`src/rtl/fetch_prefetch.sv`:
```
// fetch_prefetch: instruction fetch stage with a prefetch buffer.
//   Pipelined Wishbone B4 read master that keeps up to MAX_OUTSTANDING
//   sequential word reads in flight and queues returned words, tagged with
//   their address, in a FIFO_DEPTH entry buffer drained by decode over
//   ready/valid. A branch flushes the buffer and discards any responses still
//   in flight. Halt stops new requests but lets in-flight ones land.
// Ports:
//   clk_i, rst_i (async, active low)
//   branch_i, branch_target_i : redirect pulse and target (bits [1:0] ignored)
//   halt_i                    : suppress new requests
//   wb_*                      : Wishbone B4 pipelined read master
//   instr_o, pc_o             : buffer head word and its address
//   output_valid_o            : head valid
//   output_ready_i            : decode takes the head
module fetch_prefetch #(
  parameter logic [31:0] RESET_VECTOR    = 32'h0000_0000,
  parameter int          FIFO_DEPTH      = 4,
  parameter int          MAX_OUTSTANDING = 2
) (
  input  logic        clk_i,
  input  logic        rst_i,
  input  logic        branch_i,
  input  logic [31:0] branch_target_i,
  input  logic        halt_i,
  output logic [31:0] wb_adr_o,
  input  logic [31:0] wb_dat_i,
  output logic        wb_we_o,
  output logic [3:0]  wb_sel_o,
  output logic        wb_stb_o,
  input  logic        wb_ack_i,
  output logic        wb_cyc_o,
  input  logic        wb_stall_i,
  output logic [31:0] instr_o,
  output logic [31:0] pc_o,
  input  logic        output_ready_i,
  output logic        output_valid_o
);

  localparam int AW = $clog2(FIFO_DEPTH);
  // Counters are sized so outstanding + count (up to 2*FIFO_DEPTH) never wraps.
  localparam int CW = $clog2(FIFO_DEPTH) + 2;
  localparam logic [CW-1:0] DEPTH_C = CW'(FIFO_DEPTH);
  localparam logic [CW-1:0] MAX_C   = CW'(MAX_OUTSTANDING);

  typedef struct packed {
    logic [31:0] instr;
    logic [31:0] pc;
  } entry_t;

  entry_t        fifo_q [FIFO_DEPTH];
  logic [AW-1:0] rd_ptr, wr_ptr;
  logic [CW-1:0] cnt, outstanding, discard;
  // fetch_pc is the next address not yet placed on the bus; adr is the one on it.
  logic [31:0]   fetch_pc, resp_pc, adr;
  logic          stb, cyc;

  logic          ack, accept, held, drop, push, pop, issue, stb_n, cyc_n;
  logic [CW-1:0] out_n, cnt_n, disc_n;
  logic [31:0]   target;
  logic          unused_tgt_lsb;

  assign target         = {branch_target_i[31:2], 2'b00};
  assign unused_tgt_lsb = ^branch_target_i[1:0];

  assign ack    = wb_ack_i & cyc;
  assign accept = stb & ~wb_stall_i;
  assign held   = stb & wb_stall_i;
  assign drop   = ack & (discard != '0);
  assign push   = ack & ~drop & ~branch_i;
  assign pop    = (cnt != '0) & output_ready_i & ~branch_i;

  always_comb begin
    out_n  = outstanding + CW'(accept) - CW'(ack);
    cnt_n  = branch_i ? '0 : cnt + CW'(push) - CW'(pop);
    // Everything in flight after a branch belongs to the old stream, including
    // a request still held on the bus by stall.
    disc_n = branch_i ? out_n + CW'(held) : discard - CW'(drop);
    // Credit check: every request in flight must have a free buffer slot
    // reserved, so a response can never land on a full buffer.
    issue  = ~halt_i & ~branch_i & (out_n < MAX_C) & ((out_n + cnt_n) < DEPTH_C);
    stb_n  = held | issue;
    cyc_n  = stb_n | (out_n != '0);
  end

  always_ff @(posedge clk_i or negedge rst_i) begin
    if (!rst_i) begin
      fetch_pc    <= RESET_VECTOR;
      resp_pc     <= RESET_VECTOR;
      adr         <= RESET_VECTOR;
      stb         <= 1'b0;
      cyc         <= 1'b0;
      outstanding <= '0;
      discard     <= '0;
      cnt         <= '0;
      rd_ptr      <= '0;
      wr_ptr      <= '0;
      for (int i = 0; i < FIFO_DEPTH; i++) fifo_q[i] <= '0;
    end else begin
      stb         <= stb_n;
      cyc         <= cyc_n;
      outstanding <= out_n;
      discard     <= disc_n;
      cnt         <= cnt_n;
      if (!held && issue) adr <= fetch_pc;
      if (branch_i) begin
        fetch_pc <= target;
        resp_pc  <= target;
        rd_ptr   <= '0;
        wr_ptr   <= '0;
      end else begin
        if (!held && issue) fetch_pc <= fetch_pc + 32'd4;
        if (push) begin
          fifo_q[wr_ptr] <= '{instr: wb_dat_i, pc: resp_pc};
          wr_ptr         <= wr_ptr + 1'b1;
          resp_pc        <= resp_pc + 32'd4;
        end
        if (pop) rd_ptr <= rd_ptr + 1'b1;
      end
    end
  end

  a_no_overflow: assert property (@(posedge clk_i) disable iff (!rst_i)
    !(push && (cnt == DEPTH_C) && !pop));

  assign wb_adr_o       = adr;
  assign wb_stb_o       = stb;
  assign wb_cyc_o       = cyc;
  assign wb_we_o        = 1'b0;
  assign wb_sel_o       = 4'hF;
  assign output_valid_o = (cnt != '0);
  assign instr_o        = fifo_q[rd_ptr].instr;
  assign pc_o           = fifo_q[rd_ptr].pc;

endmodule

```
`config.mk`:
```
export PLATFORM = sky130hd
export DESIGN_NAME = fetch_prefetch
export DESIGN_NICKNAME = d
export VERILOG_FILES = /design/src/rtl/fetch_prefetch.sv
export SDC_FILE = /design/constraint.sdc
export NUM_CORES = 1
export LEC_CHECK = 0
export BUFFER_PORTS_ARGS = -buffer_cell sky130_fd_sc_hd__buf_2
export CAP_MARGIN = 40
export CORE_ASPECT_RATIO = 1.1
export CORE_MARGIN = 3
export CORE_UTILIZATION = 33
export CTS_CLUSTER_DIAMETER = 150
export DETAILED_ROUTE_END_ITERATION = 12
export RECOVER_POWER = 50
export SLEW_MARGIN = 30
export SYNTH_ARGS = -nofsm -noshare
export SYNTH_HDL_FRONTEND = slang
export SYNTH_SLANG_ARGS = --single-unit
```
`constraint.sdc`:
```
create_clock -name clk_i -period 3.8 [get_ports clk_i]
set_input_delay 0.57 -clock clk_i [delete_from_list [all_inputs] [get_ports clk_i]]
set_output_delay 0.57 -clock clk_i [all_outputs]
set_load 0.05 [all_outputs]
```
==> results of run 1 <==
[synthesized netlist by cell type, drive strengths merged, types with 16 or more instances]
library cell / number
a21oi: 20
buf: 57
clkbuf: 26
dfrtp: 356
ha: 21
inv: 34
mux2: 266
mux4: 62
nand2: 110
nand3: 27
nand4: 16
nor2: 37
nor3: 20
xnor2: 29
xor2: 26
[power by group through the flow]
stage	logic, mW	registers, mW	clock network, mW
final	6.04	4.91	3.90
after global routing	6.47	5.01	4.21
after CTS	5.95	4.91	4.05
after detailed placement	5.74	4.97	0
after global placement	5.67	4.95	0
after floorplan	3.83	5.15	0
[cell usage in the layout, fill, tap and decap left out, types with 18 or more instances in the layout]
| cell | instances |
|---|---|
| nor2_1 | 36 |
| clkbuf_16 | 45 |
| a21oi_1 | 20 |
| inv_1 | 31 |
| nor3_1 | 19 |
| clkbuf_1 | 20 |
| xnor2_1 | 29 |
| mux4_2 | 62 |
| dfrtp_1 | 353 |
| mux2_2 | 262 |
| ha_1 | 18 |
| buf_4 | 40 |
| xor2_1 | 25 |
| buf_2 | 155 |
| nand2_1 | 97 |
| nand3_1 | 25 |
[routing by layer]
metal	routed length (µm)	up-vias	GRT usage [%]
met5	0	-	0
met4	830	0	3.83
met3	1810	61	3.20
met2	19700	202	24.8
met1	17800	5415	19.7
li1	-	4854	-
[final cells by class]
type	instances	area, µm²
Sequential cell	356	8920
Multi-Input combinational cell	780	7700
Inverter	34	130
Clock inverter	8	134
Timing Repair Buffer	228	1520
Fill cell	4742	29700
Clock buffer	61	1180
Tap cell	660	826
[registers in the layout, summed over array words and instances, names as in the netlist]
register / count
fifo_q: 248
discard: 4
rd_ptr: 2
wb_adr_o: 30
resp_pc: 30
outstanding: 4
wb_stb_o: 1
fetch_pc: 30
wr_ptr: 2
wb_cyc_o: 1
cnt: 4
[metrics by stage]
step | hold slack, ps | instances | util (%) | power, mW
5_1_grt | 255 | 2127 | 40.7 | 15.7
4_1_cts | 11.0 | 2118 | 40.3 | 14.9
2_1_floorplan | 274 | 1252 | - | 8.98
6_report | 274 | 2127 | 40.7 | 14.8
3_3_place_gp | 458 | 2042 | 37.4 | 10.6
3_5_place_dp | 457 | 2042 | 37.4 | 10.7
[worst max-delay path by stage]
stage	to	slack [ps]	cells after the start
final	fetch_pc[23]	-150	17
after global routing	fetch_pc[3]	-300	17
after CTS	fetch_pc[20]	-200	16
after detailed placement	fetch_pc[25]	-320	17
after global placement	fetch_pc[25]	-250	17
after floorplan	fetch_pc[27]	-120	16
[cells by family (layout without fill, tap and decap cells)]
kind of cell,Yosys count,in the layout,share of synthesized area [%]
xor+xnor,55,55,2.91
mux,342,342,27.0
flops,356,356,53.1
other cells,2,9,0.0447
fa+ha+maj,23,23,1.80
compound gates,82,83,4.03
buf+inv,117,331,3.15
simple gates,268,268,7.95
[worst max-delay path, cell delays in order (launching register included)]
cell       delay (ps)
dfrtp_1           400
nor4_4            300
and3_4            230
inv_2              40
ha_4              250
inv_2              40
ha_4              150
fa_1              420
nor2b_4           140
ha_1              290
and4b_2           260
nor4b_4           300
o22ai_4           120
buf_12            180
buf_4             140
a2111oi_4         300
xnor2_1           150
mux2i_1            80
[timing repair]
action                     CTS  global route
setup endpoints to repair   57            60
pin swaps                   16            18
resized for setup           16            33
cloned                       1             3
setup buffers                6             6
==> impl_metrics.yaml, run 1 <==
run_status:
  status: "finished with violations"
  violations: "capacitance limit, slew limit, setup timing"
worst_hold_path:
  hold_path_depth: 2
  min_to: "fetch_pc[27]"
  hold_class: "in -> reg"
  worstHoldStart: "branch_target_i[27]"
pwr:
  powerDensity_nw_per_um2: 728
  seqPwrFrac_pct: 33.1
  peakVddDrop_v: 0.000433
  combPwrFrac_pct: 40.7
  internal_power_mw: 8.99
  cellLeakagePower_nw: 9.44
  power_switching_mw: 5.86
  sw_frac_of_total_pct: 39.5
  pwr-share-clk_pct: 26.3
clock_network:
  clk_pin_slew_ps: 60
  cts_max_level: 2
  cts_buffers: 41
  postCtsHoldBufs: 0
  clk_latency_ps: 550
  cts_tree: "done"
  clockBufferDepth: 3
  cts.sinks: 356
  cts-root-buf: "clkbuf_16"
detailed_routing:
  firstDrtPassIters: 4
  drc_errors: 0
  num_vias: 10532
  wl_um: 40200
  via_per_inst: 4.95
  ant_nets: 0
  drt_iter0_drc: 487
  wl_per_cell_um: 18.9
yosys:
  ys_seq_area_share_pct: 53.1
  yosys_most_used_dff: "dfrtp_1"
  synth_top_area_cell: "dfrtp_1"
  synth_area_um2: 16800
  yosysWarnings: 0
  yosys.cell_types.count: 63
  syn_avg_cell_area_um2: 13.5
  synth_area_leaders: "dfrtp_1, mux2_2, mux4_2"
  ys_async_sr_fraction_pct: 100
  synth_seq_cells: 356
  netlist_instances: 1245
  synth-edff-count: 0
  synth_top_area_share_pct: 53.1
die:
  die_area_um2: 53600
  io_pins: 175
  rows: 86
  core-area_um2: 50100
  start_util_pct: 33.5
  die_w_um: 221
  dieHeight_um: 243
sta:
  relSlewSlack_pct: -44.1
  max_freq_mhz: 253
  setup_ws_ps: -153
  slew_violations: 86
  period_share_pct: 104
  rsz0062_at_grt: "true"
  finalSetupTns_ps: -4190
  layout_min_cycle_time_ps: 3950
  hold_viol: 0
  skew_ps: 13.1
  finalSetupViolations: 59
  worstMarginPinSlew_ps: 2160
critical_path:
  rr_worst_depth: 17
  r2r_start: "discard[1]"
  critPathMaxFanout: 16
  crit_required_ps: 4210
  critical_path_class: "reg -> reg"
  cp-end-kind: "flip-flop"
  r2r_end: "fetch_pc[23]"
  critPathLaunchType: "flip-flop"
  cp.arrival_ps: 4360
  cp-startpoint: "discard[1]"
  ff2ff_setup_slack_ps: -150
finish:
  final_cell_area_um2: 20400
  drive_above_1_share_pct: 46.3
  diodes: 0
  fin_nets: 1535
  syn2layout_area_growth_pct: 21.6
place:
  dpl-instance-area_um2: 18700
  post-place-ws_ps: -318
  dp_hpwl_um: 26600
  portBuffers: 163
  place_congestion: 0.773
global_route:
  grt_max_degree: 89
  grt_pass1_wl_um: 63800
  grt_overflow: 0
  antenna_found_initial: 0
  grt_pass1_vias: 11161
  track_usage_pct: 14.9
run:
  drv_cap: 1
No activity file was read; power rests on OpenSTA's default activity.
==> run 2: changes to the inputs <==
--- a/config.mk
+++ b/config.mk
@@ -5,13 +5,13 @@
 export SDC_FILE = /design/constraint.sdc
 export NUM_CORES = 1
 export LEC_CHECK = 0
-export BUFFER_PORTS_ARGS = -buffer_cell sky130_fd_sc_hd__buf_2
 export CAP_MARGIN = 40
 export CORE_ASPECT_RATIO = 1.1
 export CORE_MARGIN = 3
 export CORE_UTILIZATION = 33
 export CTS_CLUSTER_DIAMETER = 150
 export DETAILED_ROUTE_END_ITERATION = 12
+export DONT_BUFFER_PORTS = 1
 export RECOVER_POWER = 50
 export SLEW_MARGIN = 30
 export SYNTH_ARGS = -nofsm -noshare
==> impl_metrics.yaml, run 2 (synthesis results as in run 1) <==
pwr:
  seqPwrFrac_pct: 37.0
  pwr-share-clk_pct: 28.2
  cellLeakagePower_nw: 8.78
  power_switching_mw: 5.69
  powerDensity_nw_per_um2: 736
  combPwrFrac_pct: 34.8
  peakVddDrop_v: 0.000451
  internal_power_mw: 8.80
  sw_frac_of_total_pct: 39.3
finish:
  largest_register_ffs: 248
  utilization_pct: 39.2
  final_common_cell: "dfrtp_1"
  fin_nets: 1368
  regMostFlops: "fifo_q"
  final_cells: 1964
  fill_cells: 4768
  final_cell_mix: "dfrtp_1, mux2_2, nand2_1, mux4_2, clkbuf_16"
  drive_above_1_share_pct: 41.3
  syn2layout_area_growth_pct: 17.2
clock_network:
  cts-root-buf: "clkbuf_16"
  clk_latency_ps: 570
  cts_max_level: 2
  clockBufferDepth: 3
  cts_tree: "done"
  cts_buffers: 41
  cts.sinks: 356
  clk_pin_slew_ps: 60
sta:
  worstMarginPinSlew_ps: 1020
  hold_viol: 356
  slew_violations: 0
  rsz0062_at_grt: "true"
  period_share_pct: 106
  relSlewSlack_pct: 31.3
  max_freq_mhz: 247
  layout_min_cycle_time_ps: 4040
  setup_ws_ps: -243
  hold_slack_ps: -307
  finalSetupViolations: 60
  skew_ps: 22.4
critical_path:
  critical_path_class: "reg -> reg"
  crit_chain: "nor4_4, and3_4, inv_2, ha_4, inv_2, ha_4, fa_1, nor2b_4, ha_1, and4b_2, nor4b_4, o22ai_4, buf_12, a2111oi_4, xor2_1, mux2_2"
  crit_slowest_cell: "fa_1"
  cp-end-kind: "flip-flop"
  cpPeakStageDelay_ps: 480
  crit_required_ps: 4260
  cp.arrival_ps: 4500
  critPathLaunchType: "flip-flop"
  rr_worst_depth: 16
  critPathMaxFanout: 16
detailed_routing:
  top_layer: "met4"
  wl_per_cell_um: 20.2
  ant_nets: 0
  wl_met2_um: 19400
  firstDrtPassIters: 4
  num_vias: 9992
  wl_um: 39600
  via_per_inst: 5.09
  wl_met1_um: 16600
  dr_wl_met3_um: 2870
  drt_iter0_drc: 475
  drc_errors: 0
die:
  dieHeight_um: 243
  die_area_um2: 53600
  core-area_um2: 50100
  rows: 86
  start_util_pct: 33.5
  io_pins: 175
  die_w_um: 221
place:
  dpl.cell_count: 1878
  place_congestion: 0.800
  post-place-ws_ps: -223
  portBuffers: 0
  dp_hpwl_um: 25000
run_status:
  status: "finished with violations"
  violations: "hold timing, setup timing"
global_route:
  grt_overflow: 0
  grt_pass1_wl_um: 62600
  track_usage_pct: 14.7
  antenna_found_initial: 1
  grt_pass1_vias: 10727
  grt_max_degree: 357
run:
  drv_cap: 0
worst_hold_path:
  hold_class: "in -> async"
==> run 2: cell count changes in the layout (fill, tap and decap cells not counted), moves of 4 or more <==
cell,change
clkbuf_8,+4
clkbuf_16,-4
nand2_2,+8
clkinv_2,+7
buf_2,-155
nand2_1,-9
clkbuf_1,-14
buf_4,-5
==> run 2: stage by stage <==
stage	power (mW)	instance area, µm²	hold slack, ps	setup TNS [ps]
after CTS	14.5	19500	-338	-5850
final	14.5	19700	-307	-9530
after floorplan	8.98	17000	274	-503
after global routing	15.3	19700	-349	-19700
after global placement	10.1	17900	292	-4950
after detailed placement	10.2	17900	289	-5250
==> run 2: worst max-delay path, delay by kind of cell (launching register included) <==
kind,cells,cell delay [ps]
compound gates,2,470
xor+xnor,1,110
mux,1,270
simple gates,5,1290
fa+ha+maj,4,1100
buf+inv,3,270
flops,1,410
==> run 2: power groups by stage <==
| stage | Clock (mW) | Combinational (mW) | Sequential, mW |
|---|---|---|---|
| global route | 4.40 | 5.40 | 5.46 |
| floorplan | 0 | 3.83 | 5.15 |
| global placement | 0 | 4.72 | 5.39 |
| finish | 4.09 | 5.03 | 5.36 |
| detailed placement | 0 | 4.79 | 5.42 |
| CTS | 4.23 | 4.92 | 5.37 |
==> run 2: path summary, 6_finish.rpt <==
kind / from / slack, ps / end
max in group asynchronous: rst_i / 3620 / fifo_q[180]
worst max-delay path: discard[2] / -240 / fetch_pc[25]
worst min-delay path: rst_i / -310 / wb_adr_o[25]
worst min register to register: fifo_q[87] / 500 / fifo_q[87]
min in group clk_i: branch_i / 80 / cnt[3]
worst max register to register: discard[2] / -240 / fetch_pc[25]
==> run 2: what timing repair did <==
item,CTS,global route
endpoints found under the setup margin,56,60
gates cloned,3,0
resized for setup,40,24
pin swaps,22,15
endpoints found under the hold margin,356,356
setup buffers,4,6
==> run 2: final cells by class <==
type	instances	area (µm²)	share of cell area, %
flip-flops and latches	356	8920	45.3
clock inverters	17	239	1.21
well taps	660	826	4.20
clock buffers	55	1180	5.99
diodes	1	2.50	0.0127
multi-input cells	779	7680	39.1
repair buffers	62	697	3.54
inverters	34	130	0.661
==> run 2: routing by layer <==
metal,GRT usage (%),vias up
met1,17.9,5238
met4,4.11,0
met3,5.28,54
met5,0,-
li1,-,4498
met2,24.7,202
